[src/rtl/bcd_ram_arbiter.sv]
// Two-source round-robin arbiter that packs 18-bit BCD words into a shared RAM,
// tracking per-source frame offsets and flagging framing errors.
module bcd_ram_arbiter #(
    parameter int unsigned FRAME_LEN = 100
) (
    input  logic        clk,
    input  logic        rst,
    input  logic        req0,
    input  logic        req1,
    input  logic        sof0,
    input  logic        sof1,
    input  logic [17:0] word0,
    input  logic [17:0] word1,
    output logic        ack0,
    output logic        ack1,
    output logic        ram_we,
    output logic [7:0]  ram_addr,
    output logic [17:0] ram_data,
    output logic [1:0]  frame_done,
    output logic [1:0]  frame_err
);

    typedef enum logic [0:0] {StIdle, StWrite} state_e;

    localparam logic [6:0] LastOff = 7'(FRAME_LEN - 1);

    state_e          state_q, state_d;
    logic [1:0]      ack_q, ack_d;
    logic            we_q, we_d;
    logic [7:0]      addr_q, addr_d;
    logic [17:0]     data_q, data_d;
    logic [1:0]      done_q, done_d;
    logic [1:0]      err_q, err_d;
    logic [1:0][6:0] cnt_q, cnt_d;
    logic            last_q, last_d;

    logic        win;
    logic        win_sof;
    logic [17:0] win_word;
    logic [6:0]  win_cnt;
    logic        misalign;
    logic [6:0]  offset;

    always_comb begin
        // On a tie the source not granted last time wins
        win      = req1 & (~req0 | ~last_q);
        win_sof  = win ? sof1 : sof0;
        win_word = win ? word1 : word0;
        win_cnt  = cnt_q[win];
        // sof must coincide exactly with offset 0; otherwise realign to 0
        misalign = win_sof != (win_cnt == 7'd0);
        offset   = misalign ? 7'd0 : win_cnt;

        state_d = state_q;
        ack_d   = 2'b00;
        we_d    = 1'b0;
        done_d  = 2'b00;
        addr_d  = addr_q;
        data_d  = data_q;
        err_d   = err_q;
        cnt_d   = cnt_q;
        last_d  = last_q;

        case (state_q)
            StIdle: begin
                if (req0 || req1) begin
                    state_d     = StWrite;
                    ack_d[win]  = 1'b1;
                    we_d        = 1'b1;
                    addr_d      = {win, offset};
                    data_d      = win_word;
                    done_d[win] = (offset == LastOff);
                    cnt_d[win]  = (offset == LastOff) ? 7'd0 : 7'(offset + 7'd1);
                    last_d      = win;
                    if (misalign) begin
                        err_d[win] = 1'b1;
                    end
                end
            end
            StWrite: state_d = StIdle;
            default: state_d = StIdle;
        endcase
    end

    always_ff @(posedge clk) begin
        if (rst) begin
            state_q <= StIdle;
            ack_q   <= 2'b00;
            we_q    <= 1'b0;
            addr_q  <= 8'd0;
            data_q  <= 18'd0;
            done_q  <= 2'b00;
            err_q   <= 2'b00;
            cnt_q   <= '0;
            last_q  <= 1'b1;
        end else begin
            state_q <= state_d;
            ack_q   <= ack_d;
            we_q    <= we_d;
            addr_q  <= addr_d;
            data_q  <= data_d;
            done_q  <= done_d;
            err_q   <= err_d;
            cnt_q   <= cnt_d;
            last_q  <= last_d;
        end
    end

    assign ack0       = ack_q[0];
    assign ack1       = ack_q[1];
    assign ram_we     = we_q;
    assign ram_addr   = addr_q;
    assign ram_data   = data_q;
    assign frame_done = done_q;
    assign frame_err  = err_q;

endmodule

[config.mk]
export PLATFORM = sky130hd
export DESIGN_NAME = bcd_ram_arbiter
export DESIGN_NICKNAME = d
export VERILOG_FILES = /design/src/rtl/bcd_ram_arbiter.sv
export SDC_FILE = /design/constraint.sdc
export NUM_CORES = 1
export LEC_CHECK = 0
export CORE_MARGIN = 2
export CORE_UTILIZATION = 48
export CTS_CLUSTER_SIZE = 20
export DETAILED_ROUTE_END_ITERATION = 8
export GPL_ROUTABILITY_DRIVEN = 0
export PLACE_DENSITY = 0.84
export SETUP_SLACK_MARGIN = 0.1
export SYNTH_ARGS = -nofsm -noshare
export SYNTH_HDL_FRONTEND = slang
export SYNTH_SLANG_ARGS = --single-unit
[constraint.sdc]
create_clock -name clk -period 6.3 [get_ports clk]
set_clock_uncertainty 0.2 [all_clocks]
set_input_delay 0.945 -clock clk [delete_from_list [all_inputs] [get_ports clk]]
set_output_delay 0.945 -clock clk [all_outputs]
set_load 0.005 [all_outputs]
==> metrics.md <==
| Metric | Value |
|---|---|
| Iter 0 DRT Violations | `about 270` |
| Setup repair after global routing missed its margin | `false` |
| Critical path fanouts, max | `22` |
| Drt drc | `0` |
| Clk_lat worst skew | `0.30 ns` |
| Setup crit start kind | `input port` |
| Slew @ Worst Pin | `1.192 ns` |
| Slew headroom | `approximately a fifth` |
| CTS clk-pin slew, worst paths | `0.08 ns` |
| Seq/Total Area, Yosys | `between 40% and 50%` |
| Fin crit period | `3.794 ns` |
| DP HPWL | `4018 um` |
| Die footprint | `5021 um^2` |
| R2r setup slk | `3.36 ns` |
| Setup TNS | `0 ns` |
| Die X | `70.86 um` |
| Synth Warn # | `0` |
| Count of flip-flops with a built-in enable after synthesis | `0` |
| Worst Hold Endpoint | `ram_addr[3]` |
| Antenna-violating nets left | `0` |
| Wire per inst | `15.47 um` |
| Via count | `2,184` |
| Final Cycle Share | `60.22%` |
| HP Class | `flip-flop to flip-flop` |
| First-pass DRT Iterations | `5` |
| Total CTS buffers | `5` |
| PostCTS Resize Cnt | `0` |
| Vias per cell | `5.887` |
| Cells after DPL | `around 360` |
| Minimum hold slack | `0.2560 ns` |
| Layout area overhead | `40.47%` |
| Required time of the critical path | `6.32 ns` |
| Post-Syn Area | `2146 um^2` |
| Post-CTS setup buffer count | `0` |
| Combinational family with the most area after synthesis | `simple AND/OR/NAND/NOR gates` |
| CTS tree | `built` |
| HP Start | `ram_addr[3]` |
| Design Power | `670.8 uW` |
| Synth Area in Compound Gates | `22.33%` |
| Reg2reg end | `cnt_q[13]` |
| Largest net degree at the start of global routing | `39` |
| Setup Crit Path Kind | `input port to flip-flop` |
| Number of setup violations in the final report | `0` |
| CP endpoint kind | `flip-flop` |
| Syn Inst Count | `247` |
| CTS root buf | `clkbuf_8` |
| H-tree Lvls | `2` |
| Endpoints failing hold | `0` |
| Worst r2r path cells | `10` |
| MaxCap Viol Count | `0` |
| Layout Cells excl Fill | `371` |
| Post-Synth Simple-Gate Area | `between 20% and 30%` |
| Syn nets | `290` |
| Post-synthesis adder-cell area fraction | `less than 1%` |
| Total GRT Usage | `a little under a quarter` |
| I/O Buffers | `74` |
| Cts hold-fix bufs | `0` |
| Fin. max-slew vios | `0` |
| Syn avg cell area | `8.687 um^2` |
| Antenna violations before repair | `0` |
| Routed WL | `roughly 5700 um` |
| Max rail drop VDD | `roughly 0.14 mV` |
| Pleak | `around 1.1 nW` |
| Grt ovf | `0` |
| FP Rows | `24` |
| Core area | `around 4300 um^2` |
| Die height | `just over 70 um` |
| Pwr/cell area | `around 220 nW/um^2` |
| Global-route wire length before repair | `9315 um` |
| Nets | `362` |
| FFs w/ async S/R, synth | `0%` |
| Cell count of the worst hold path | `2` |
| Post-synthesis xor/xnor area fraction | `1.224%` |
| Flops & latches, synth | `48` |
| Synth cell types | `46` |
| Max Clock Freq | `263.6 MHz` |
| Post-synthesis mux area share | `4.257%` |
| Util after Layout | `69.70%` |
| Number of diodes | `0` |
| Crit path DAT | `between 3 and 4 ns` |
| Initial Util | `49.62%` |
| Top Ports | `75` |
| Status | `finished, final reports clean` |
| R2r startpoint | `last_q` |
| Fillcell total | `373` |
| Dominant synthesized flop cell | `dfxtp_1` |
| CTS max path bufs | `2` |
| Layout cells sized above 1 | `under 10%` |
| Clock sinks | `48` |
| Vias in the first global route | `2,008` |
## cells in the mapped netlist, types with 3 or more instances
library cell | instances | share of area (%)
dfxtp_1 | 48 | 45
nand2_1 | 39 | 6.8
nor2_1 | 24 | 4.2
nand3_1 | 19 | 4.4
a222oi_1 | 12 | 5.6
a21oi_1 | 11 | 2.6
mux2i_1 | 8 | 3.7
clkbuf_1 | 7 | 1.2
a22oi_1 | 6 | 2.1
a31oi_1 | 6 | 1.7
inv_1 | 6 | 1.0
nor3_1 | 4 | 0.93
o21ai_0 | 4 | 0.93
o311ai_0 | 4 | 1.6
a211oi_1 | 3 | 1.0
buf_2 | 3 | 0.70
xnor2_1 | 3 | 1.2
## report_power, final
part | switching (mW) | internal [mW]
clock network | 0.0988 | 0.0978
logic | 0.0638 | 0.0763
registers | 0.0120 | 0.322
## per-layer routing
layer	wire length [um]	up-vias	track usage [%]
li1	-	1066	-
met1	2476	1001	30.29
met2	2672	108	36.45
met3	518	9	6.553
met4	73	0	6.499
met5	0	-	0
## worst max-delay path, stage by stage
cell and delay, ns:
clkdlybuf4s50_1 0.51, a21bo_2 0.40, and3_1 0.25, a31oi_1 0.28, inv_1 0.10, ha_1 0.27
nand2_1 0.11, mux2i_1 0.11, o21a_1 0.20, a311o_1 0.36, a311oi_1 0.24
## placed cells by master, fill, tap and decap left out, types with 3 or more instances in the layout
master / n
a211oi_1: 3
a21oi_1: 11
a222oi_1: 12
a22oi_1: 6
a31oi_1: 6
buf_4: 3
clkbuf_8: 7
clkdlybuf4s50_1: 74
dfxtp_1: 48
inv_1: 6
mux2i_1: 8
nand2_1: 39
nand3_1: 19
nor2_1: 24
nor3_1: 4
o21ai_0: 3
o311ai_0: 4
xnor2_1: 3
## registers in the layout, summed over array words and instances (netlist names)
| signal | cells |
|---|---|
| frame_done | 2 |
| ram_addr | 8 |
| state_q | 1 |
| last_q | 1 |
| frame_err | 2 |
| ack_q | 2 |
| ram_data | 18 |
| cnt_q | 14 |
## worst max path at each step
stage | from | endpoint | slack (ns) | cells past startpoint
global placement | req1 | cnt_q[13] | 2.36 | 11
detailed placement | req1 | cnt_q[13] | 2.25 | 11
global route | req1 | cnt_q[13] | 2.29 | 11
finish | req1 | cnt_q[13] | 2.51 | 11
floorplan | req1 | cnt_q[13] | 2.84 | 12
CTS | req1 | cnt_q[13] | 2.53 | 11
## logic make-up after synthesis
kind of cell | after synthesis
AO/OA/AOI/OAI | 62
XOR/XNOR | 3
adder cells (fa/ha/maj) | 1
buffers and inverters | 18
flip-flops | 48
multiplexers | 9
AND/OR/NAND/NOR | 106
## metrics by stage
step	cell area (um^2)	worst slack [ns]
floorplan	2146	2.843
global placement	2918	2.356
detailed placement	2918	2.248
CTS	3014	2.525
global route	3014	2.289
finish	3014	2.506
## layout make-up
class | instances | area (um^2) | area share (%)
Clock buffer | 7 | 96.34 | 3.196
Tap cell | 52 | 65.06 | 2.159
Inverter | 6 | 22.52 | 0.7472
Timing Repair Buffer | 77 | 763.2 | 25.32
Sequential cell | 48 | 960.9 | 31.88
Multi-Input combinational cell | 181 | 1106 | 36.70
Note: power is estimated with default switching activity, not from simulation.
